--- config.mk ---
export PLATFORM = sky130hd
export DESIGN_NAME = elevator_call_panel
export DESIGN_NICKNAME = d
export VERILOG_FILES = /design/src/rtl/elevator_call_panel.sv
export SDC_FILE = /design/constraint.sdc
export NUM_CORES = 1
export LEC_CHECK = 0
export ABC_AREA = 1
export BUFFER_PORTS_ARGS = -buffer_cell sky130_fd_sc_hd__buf_2
export CORE_ASPECT_RATIO = 1.25
export CORE_MARGIN = 4
export CORE_UTILIZATION = 46
export CTS_CLUSTER_SIZE = 25
export DETAILED_ROUTE_END_ITERATION = 8
export GPL_TIMING_DRIVEN = 0
export PLACE_DENSITY = 0.71
export SLEW_MARGIN = 40
export SYNTH_ARGS = -nofsm -noshare
export SYNTH_HDL_FRONTEND = slang
export SYNTH_SLANG_ARGS = --single-unit
--- constraint.sdc ---
create_clock -name clk -period 7.3 [get_ports clk]
set_input_delay 2.19 -clock clk [delete_from_list [all_inputs] [get_ports clk]]
set_output_delay 2.19 -clock clk [all_outputs]
set_load 0.03 [all_outputs]
--- src/rtl/elevator_call_panel.sv ---
// elevator_call_panel
//
// Button-side front end for the elevator controller. Raw hall-up, hall-down
// and in-car buttons are registered, debounced and edge-detected. Each new
// press becomes a one-cycle request pulse to the controller. Each press also
// lights a call lamp, which stays lit until the controller opens the door at
// the served floor.
//
// Build option:
//   ELEV_DEBOUNCE_EN  defined   -> per-button debounce counters; a level change
//                                  is accepted after DB_CYCLES stable samples.
//                     undefined -> no counters; the debounced level is the
//                                  registered raw level, and DB_CYCLES/DB_W
//                                  are ignored.
//
// Parameters:
//   DB_CYCLES    stable samples needed to accept a level change (1..15)
//   DB_W         debounce counter width, 2**DB_W > DB_CYCLES
//
// Ports:
//   clk          clock, posedge
//   rst          asynchronous active-low reset
//   raw_up       [7:1] raw hall-up buttons
//   raw_dn       [8:2] raw hall-down buttons
//   raw_car      [8:1] raw in-car buttons
//   floor        [8:1] controller's current floor, one-hot
//   door_open    controller is in the door-open state
//   dir_up       controller moving up
//   dir_dn       controller moving down
//   btup         [7:1] hall-up request pulses
//   btdn         [8:2] hall-down request pulses
//   in_bt_floor  [8:1] car request pulses
//   lamp_up      [7:1] lit hall-up lamps
//   lamp_dn      [8:2] lit hall-down lamps
//   lamp_car     [8:1] lit car lamps
//   pend_cnt     [4:0] number of lit lamps
//   any_call     pend_cnt != 0
module elevator_call_panel #(
    parameter int unsigned DB_CYCLES = 4,
    parameter int unsigned DB_W      = 4
) (
    input  logic       clk,
    input  logic       rst,
    input  logic [7:1] raw_up,
    input  logic [8:2] raw_dn,
    input  logic [8:1] raw_car,
    input  logic [8:1] floor,
    input  logic       door_open,
    input  logic       dir_up,
    input  logic       dir_dn,
    output logic [7:1] btup,
    output logic [8:2] btdn,
    output logic [8:1] in_bt_floor,
    output logic [7:1] lamp_up,
    output logic [8:2] lamp_dn,
    output logic [8:1] lamp_car,
    output logic [4:0] pend_cnt,
    output logic       any_call
);

    // All 22 buttons are handled as one vector:
    //   [6:0]   hall-up   floors 1..7
    //   [13:7]  hall-down floors 2..8
    //   [21:14] car       floors 1..8
    localparam int unsigned N = 22;

    // Empty marker scope that shows up in the hierarchy when the debounce
    // parameters are out of their legal range.
    if ((DB_CYCLES < 1) || (DB_CYCLES > 15) || ((1 << DB_W) <= DB_CYCLES)) begin : g_bad_debounce_cfg
    end

    logic [N-1:0] raw_all;
    logic [N-1:0] ireg_q;
    logic [N-1:0] deb;
    logic [N-1:0] deb_dly_q;
    logic [N-1:0] clr;
    logic [N-1:0] press;
    logic [N-1:0] pulse_q, pulse_d;
    logic [N-1:0] lamp_q, lamp_d;
    logic [4:0]   pend_q, pend_d;
    logic         last_up_q, last_up_d;

    assign raw_all = {raw_car, raw_dn, raw_up};

`ifdef ELEV_DEBOUNCE_EN
    logic [N-1:0]           deb_q, deb_d;
    logic [N-1:0][DB_W-1:0] cnt_q, cnt_d;

    // A level change is accepted once the registered input has disagreed
    // with the debounced level for DB_CYCLES consecutive samples; any
    // agreeing sample restarts the count.
    always_comb begin
        deb_d = deb_q;
        cnt_d = '0;
        for (int unsigned b = 0; b < N; b++) begin
            if (ireg_q[b] != deb_q[b]) begin
                if (cnt_q[b] == DB_W'(DB_CYCLES - 1)) begin
                    deb_d[b] = ~deb_q[b];
                end else begin
                    cnt_d[b] = cnt_q[b] + DB_W'(1);
                end
            end
        end
    end

    always_ff @(posedge clk or negedge rst) begin
        if (!rst) begin
            deb_q <= '0;
            cnt_q <= '0;
        end else begin
            deb_q <= deb_d;
            cnt_q <= cnt_d;
        end
    end

    assign deb = deb_q;
`else
    assign deb = ireg_q;
`endif

    // Service conditions. Hall lamps clear only when the car is leaving in
    // the lamp's direction; the terminal floors have one hall button and
    // always serve it.
    always_comb begin
        clr = '0;
        for (int unsigned f = 1; f <= 7; f++) begin
            clr[f-1] = door_open & floor[f] & (last_up_q | (f == 1));
        end
        for (int unsigned f = 2; f <= 8; f++) begin
            clr[f+5] = door_open & floor[f] & (~last_up_q | (f == 8));
        end
        for (int unsigned f = 1; f <= 8; f++) begin
            clr[f+13] = door_open & floor[f];
        end
    end

    // A press pulses and lights the lamp only when the lamp is dark and the
    // floor is not being served right now; a clear always wins.
    always_comb begin
        press   = deb & ~deb_dly_q;
        pulse_d = press & ~lamp_q & ~clr;
        lamp_d  = (lamp_q | pulse_d) & ~clr;
        pend_d  = '0;
        for (int unsigned b = 0; b < N; b++) begin
            pend_d = pend_d + 5'(lamp_d[b]);
        end
    end

    always_comb begin
        last_up_d = last_up_q;
        if (dir_up) begin
            last_up_d = 1'b1;
        end else if (dir_dn) begin
            last_up_d = 1'b0;
        end
    end

    always_ff @(posedge clk or negedge rst) begin
        if (!rst) begin
            ireg_q    <= '0;
            deb_dly_q <= '0;
            pulse_q   <= '0;
            lamp_q    <= '0;
            pend_q    <= '0;
            last_up_q <= 1'b1;
        end else begin
            ireg_q    <= raw_all;
            deb_dly_q <= deb;
            pulse_q   <= pulse_d;
            lamp_q    <= lamp_d;
            pend_q    <= pend_d;
            last_up_q <= last_up_d;
        end
    end

    assign btup        = pulse_q[6:0];
    assign btdn        = pulse_q[13:7];
    assign in_bt_floor = pulse_q[21:14];
    assign lamp_up     = lamp_q[6:0];
    assign lamp_dn     = lamp_q[13:7];
    assign lamp_car    = lamp_q[21:14];
    assign pend_cnt    = pend_q;
    assign any_call    = (pend_q != 5'd0);

endmodule

# ---- After elaboration in Yosys (flattened, before gate mapping)
# Index checks and enable logic that the tools add are counted.
dict set report word_totals {
  regBits 94
  latchBits 0
  ramBits 0
  romBits 0
  memories 0
}
dict set report classes {
  addsub 21
  n_mul 0
  div 0
  order_cmp 0
  n_eq_ne 0
  n_shift 0
  n_mux 2
  n_bitwise 29
  n_reduce_logical 2
}
# operator n
set ops {}
lappend ops {{bitwise AND 22 bit} 4}
lappend ops {{adder 5 x 1 -> 5 bit} 17}
lappend ops {{inverter 22 bit} 3}
lappend ops {{bitwise OR 22 bit} 1}
lappend ops {{bitwise AND 1 bit} 20}
lappend ops {{adder 4 x 1 -> 5 bit} 1}
lappend ops {{nonzero test 5 bit} 1}
lappend ops {{adder 3 x 1 -> 4 bit} 1}
lappend ops {{adder 2 x 1 -> 3 bit} 1}
lappend ops {{adder 1 x 1 -> 2 bit} 1}
lappend ops {{2-to-1 mux 1 bit} 2}
lappend ops {{nonzero test 2 bit} 1}
lappend ops {{inverter 1 bit} 1}

# ---- Longest topological paths before layout
dict set report logic_depth {
  word_depth 27
  depth_mapped 20
  mapped_depth_nobuf 19
}

# ---- Worst setup path after synthesis
# OpenSTA, ideal clock, no wires.
dict set report synth_timing {
  kind {input to register}
  startpoint {input port door_open}
  endpoint {register pend_q[2] (netlist: pend_cnt[2])}
  arrival_ns 5.852
  required_ns 7.176
  path_slack_ns 1.324
  path_stages 17
  path_cell_list {buf_6 nand2_1 inv_1 nand2_1 nand2_1 inv_1 fa_1 inv_1 fa_1 fa_1 fa_1 inv_1 fa_1 ha_1 inv_1 fa_1 xnor2_1}
}
dict set report synth_via {
  word_cells_on_any_way 45
}
# item line
set synth_lines {}
lappend synth_lines {{start, declared} 48} ;# input logic door_open,
lappend synth_lines {{bitwise AND 1 bit * (2 in series)} 130} ;# clr[f+5] = door_open & floor[f] & (~last_up_q | (f == 8));
lappend synth_lines {{inverter 22 bit *} {141, 142}}
lappend synth_lines {{bitwise AND 22 bit} 141} ;# pulse_d = press & ~lamp_q & ~clr;
lappend synth_lines {{bitwise OR 22 bit} 142} ;# lamp_d = (lamp_q | pulse_d) & ~clr;
lappend synth_lines {{bitwise AND 22 bit *} 142}
lappend synth_lines {{via lamp_d[7]} 79} ;# logic [N-1:0] lamp_q, lamp_d;
lappend synth_lines {{adder 5 x 1 -> 5 bit * (15 in series)} 145} ;# pend_d = pend_d + 5'(lamp_d[b]);
lappend synth_lines {{via pend_d[2]} 80} ;# logic [4:0] pend_q, pend_d;
lappend synth_lines {{end signal, assigned} 171} ;# pend_q <= pend_d;
lappend synth_lines {{end, declared} 80}
# Mark *: on every way through the listed nets, which the timed path passes. The rest lies on a longest branch.
# A chain may end at the register's enable or synchronous reset.

# ---- Worst setup path in the final report
dict set report layout_timing {
  startpoint {input port door_open}
  endpoint {register pend_q[4] (netlist: pend_cnt[4])}
}
dict set report layout_via {
  word_cells_on_any_way 45
}
# item line
set layout_lines {}
lappend layout_lines {{bitwise AND 1 bit * (2 in series)} 127} ;# clr[f-1] = door_open & floor[f] & (last_up_q | (f == 1));
lappend layout_lines {{inverter 22 bit *} {141, 142}}
lappend layout_lines {{bitwise AND 22 bit} 141}
lappend layout_lines {{bitwise OR 22 bit} 142}
lappend layout_lines {{bitwise AND 22 bit *} 142}
lappend layout_lines {{via lamp_d[3]} 79}
lappend layout_lines {{adder 3 x 1 -> 4 bit *} 145}
lappend layout_lines {{adder 4 x 1 -> 5 bit *} 145}
lappend layout_lines {{adder 5 x 1 -> 5 bit * (17 in series)} 145}
lappend layout_lines {{via pend_d[4]} 80}
# Marked as above.

==> run_results.csv <==
group,metric,value,unit
sta,maxSlewHeadroom,64.6,%
worst_setup_path,endpoint_kind,"register",
sta,period_share,82.5,%
placed_design,dp_hpwl,5.15,mm
cells_and_area,drive_gt1_share,26.8,%
clock_network,clk_pin_slew_worst_paths,0.08,ns
yosys,synth-seq-cells,94,
worst_setup_path,cp-start-kind,"input pin",
floorplan,die_area,9470,um2
detailed_routing,via_per_inst,4.46,
cells_and_area,final_common_cell,"dfrtp_1",
yosys,netlist.area_leader.share,63.5,%
detailed_routing,drtAntennaViolNets,0,
status,status,"finished clean",
global_route,grtUsageTotal,15.5,%
detailed_routing,routed_wl,6.66,mm
worst_setup_path,cp_data_arrival_time,6.27,ns
floorplan,num_io_pins,85,
worst_setup_path,cp_cell_sequence,"buf_6 > nand2_1 > inv_1 > nand2_1 > nand2_1 > inv_1 > fa_1 > inv_1 > fa_1 > fa_1 > fa_1 > inv_1 > fa_1 > ha_1 > inv_1 > fa_1 > o21ai_0",
yosys,synth_edf_count,0,
worst_setup_path,cpMostUsedCell,"fa_1",
detailed_routing,drc,0,
worst_setup_path,required,7.55,ns
floorplan,initial_core_util,47.1,%
cells_and_area,n_antenna_cell,0,
placed_design,portBuffers,83,
worst_setup_path,slowest_delay,0.53,ns
sta,worst_hold_slack,0.376,ns
sta,setup_viol,0,
yosys,synth_cells,336,
sta,skew,0.00889,ns
yosys,yosys.cell_types.count,20,
detailed_routing,drtPass1Iterations,4,
cells_and_area,layout-area-overhead-vs-synth,20.9,%
power,power.density,426,nW/um2
clock_network,cts-resized-gates,0,
yosys,post_synth.cell_area_avg,10.9,um2
yosys,ys_async_sr_fraction,100,%
cells_and_area,num-nets-final,488,
global_route,grt_max_degree,55,
cells_and_area,final_cell_mix,"dfrtp_1, buf_2, inv_1",
floorplan,core_area,7790,um2
power,p_leak,0.00251,uW
detailed_routing,drt_iter0_drc,61,
floorplan,die_y,108,um
floorplan,placementRows,36,
yosys,synth_top_flop_cell,"dfrtp_1",
sta,drv_slew,0,
placed_design,place_congestion,0.784,
worst_setup_path,worstPathMaxFanout,8,
cells_and_area,utilization,56.9,%
power,vdd_drop_max,0.278,mV
sta,worst_pin_slew,0.525,ns
clock_network,cts_hold_buf,0,
clock_network,cts_tree,"built",
global_route,grt_pass1_wl,11.0,mm
clock_network,clk_path_buf_depth,2,
sta,max_freq,166,MHz
yosys,netlist_area,3670,um2
sta,fin_tns_setup,0,ns
clock_network,clkSinkCount,94,
clock_network,clk-insertion-delay-late,0.35,ns
clock_network,cts_inserted_buffers,9,
cells_and_area,design_area,4430,um2
floorplan,die_x,87.9,um
sta,rsz0062_at_grt,"no",
clock_network,cts_setup_buffers,0,
yosys,synth.area.top_cells,"dfrtp_1, fa_1, inv_1",
worst_setup_path,worstSetupPathType,"input pin to register",
sta,hold_violations,0,
yosys,syn_nets,393,
worst_hold_path,min_path_type,"register to register",
clock_network,cts_root_buf,"clkbuf_8",
clock_network,h-tree-depth,3,
global_route,antenna_found_initial,0,
worst_setup_path,slowest_stage,"fa_1",
yosys,ys_seq_area_share,64.2,%
sta,fin_crit,6.02,ns
yosys,synth_area_leader_cell,"dfrtp_1",
job,maxCapViolCount,0,
yosys,synth_warnings,0,
global_route,grt_overflow,0,
global_route,grt_pass1_vias,2346,
detailed_routing,avgRoutedWirePerCell,12.5,um
detailed_routing,vias,2368,
placed_design,placed_area,4240,um2
area by class of cell:
class	count	area [um2]
clock buffer	9	124
multi-input combinational	156	975
inverter	83	312
tap	95	119
buffer	3	27.5
timing repair buffer	84	449
fill	706	3360
clock inverter	7	73.8
sequential	94	2350
worst max-delay path, delay by kind of cell:
kind	cells	cell delay [ns]
adders and majority gates	7	3.07
and+or+nand+nor	3	0.23
buffers and inverters	6	0.53
AOI/OAI and AO/OA	1	0.24
cells by family after synthesis:
kind of cell / synth area share, %
adders and majority gates: 10.6
DFF: 64.2
buffers and inverters: 9.25
AOI/OAI and AO/OA: 4.78
xor gates and xnor gates: 0.239
and+or+nand+nor: 11.0
sequential cells by signal, summed over array words and instances, names as in the netlist:
name and count:
last_up_q 1, pulse_q 22, deb_dly_q 22, lamp_q 22
deb 22, pend_cnt 5
layer usage:
metal,GRT usage [%],part of all wire [%],up-vias
li1,-,-,1175
met1,20.0,41,1128
met2,24.7,51,52
met3,3.60,5.3,13
met4,6.91,2.2,0
met5,0,0,-
synthesized netlist by cell type, types with 3 or more instances:
master,n
nor2_1,33
inv_2,5
o21ai_2,4
dfrtp_1,93
ha_1,7
fa_1,15
o21ai_0,8
nor3_1,3
nand2_1,61
a21oi_1,15
inv_1,78
nand3_1,3
metrics by stage:
step | setup slack (ns) | cells | power (uW)
global placement | 0.968 | 514 | 1530
detailed placement | 0.914 | 515 | 1570
finish | 1.28 | 531 | 1890
CTS | 1.28 | 531 | 1910
global route | 1.06 | 531 | 2070
floorplan | 1.32 | 336 | 1340
power breakdown:
group          switching [uW]  internal (uW)
clock network             176            159
logic                     569            365
registers                29.5            591
path summary, 6_finish.rpt:
kind / startpoint / endpoint / slack [ns] / cells past startpoint
worst max-delay path: door_open / pend_cnt[4] / 1.28 / 17
worst min-delay path: deb[2] / deb_dly_q[2] / 0.38 / 0
worst max register to register: last_up_q / pend_cnt[4] / 2.70 / 15
worst min register to register: deb[2] / deb_dly_q[2] / 0.38 / 0
max in group asynchronous: rst / pend_cnt[2] / 4.99 / 2
min in group asynchronous: rst / pulse_q[9] / 1.73 / 1
No activity file was read; power rests on OpenSTA's default activity.
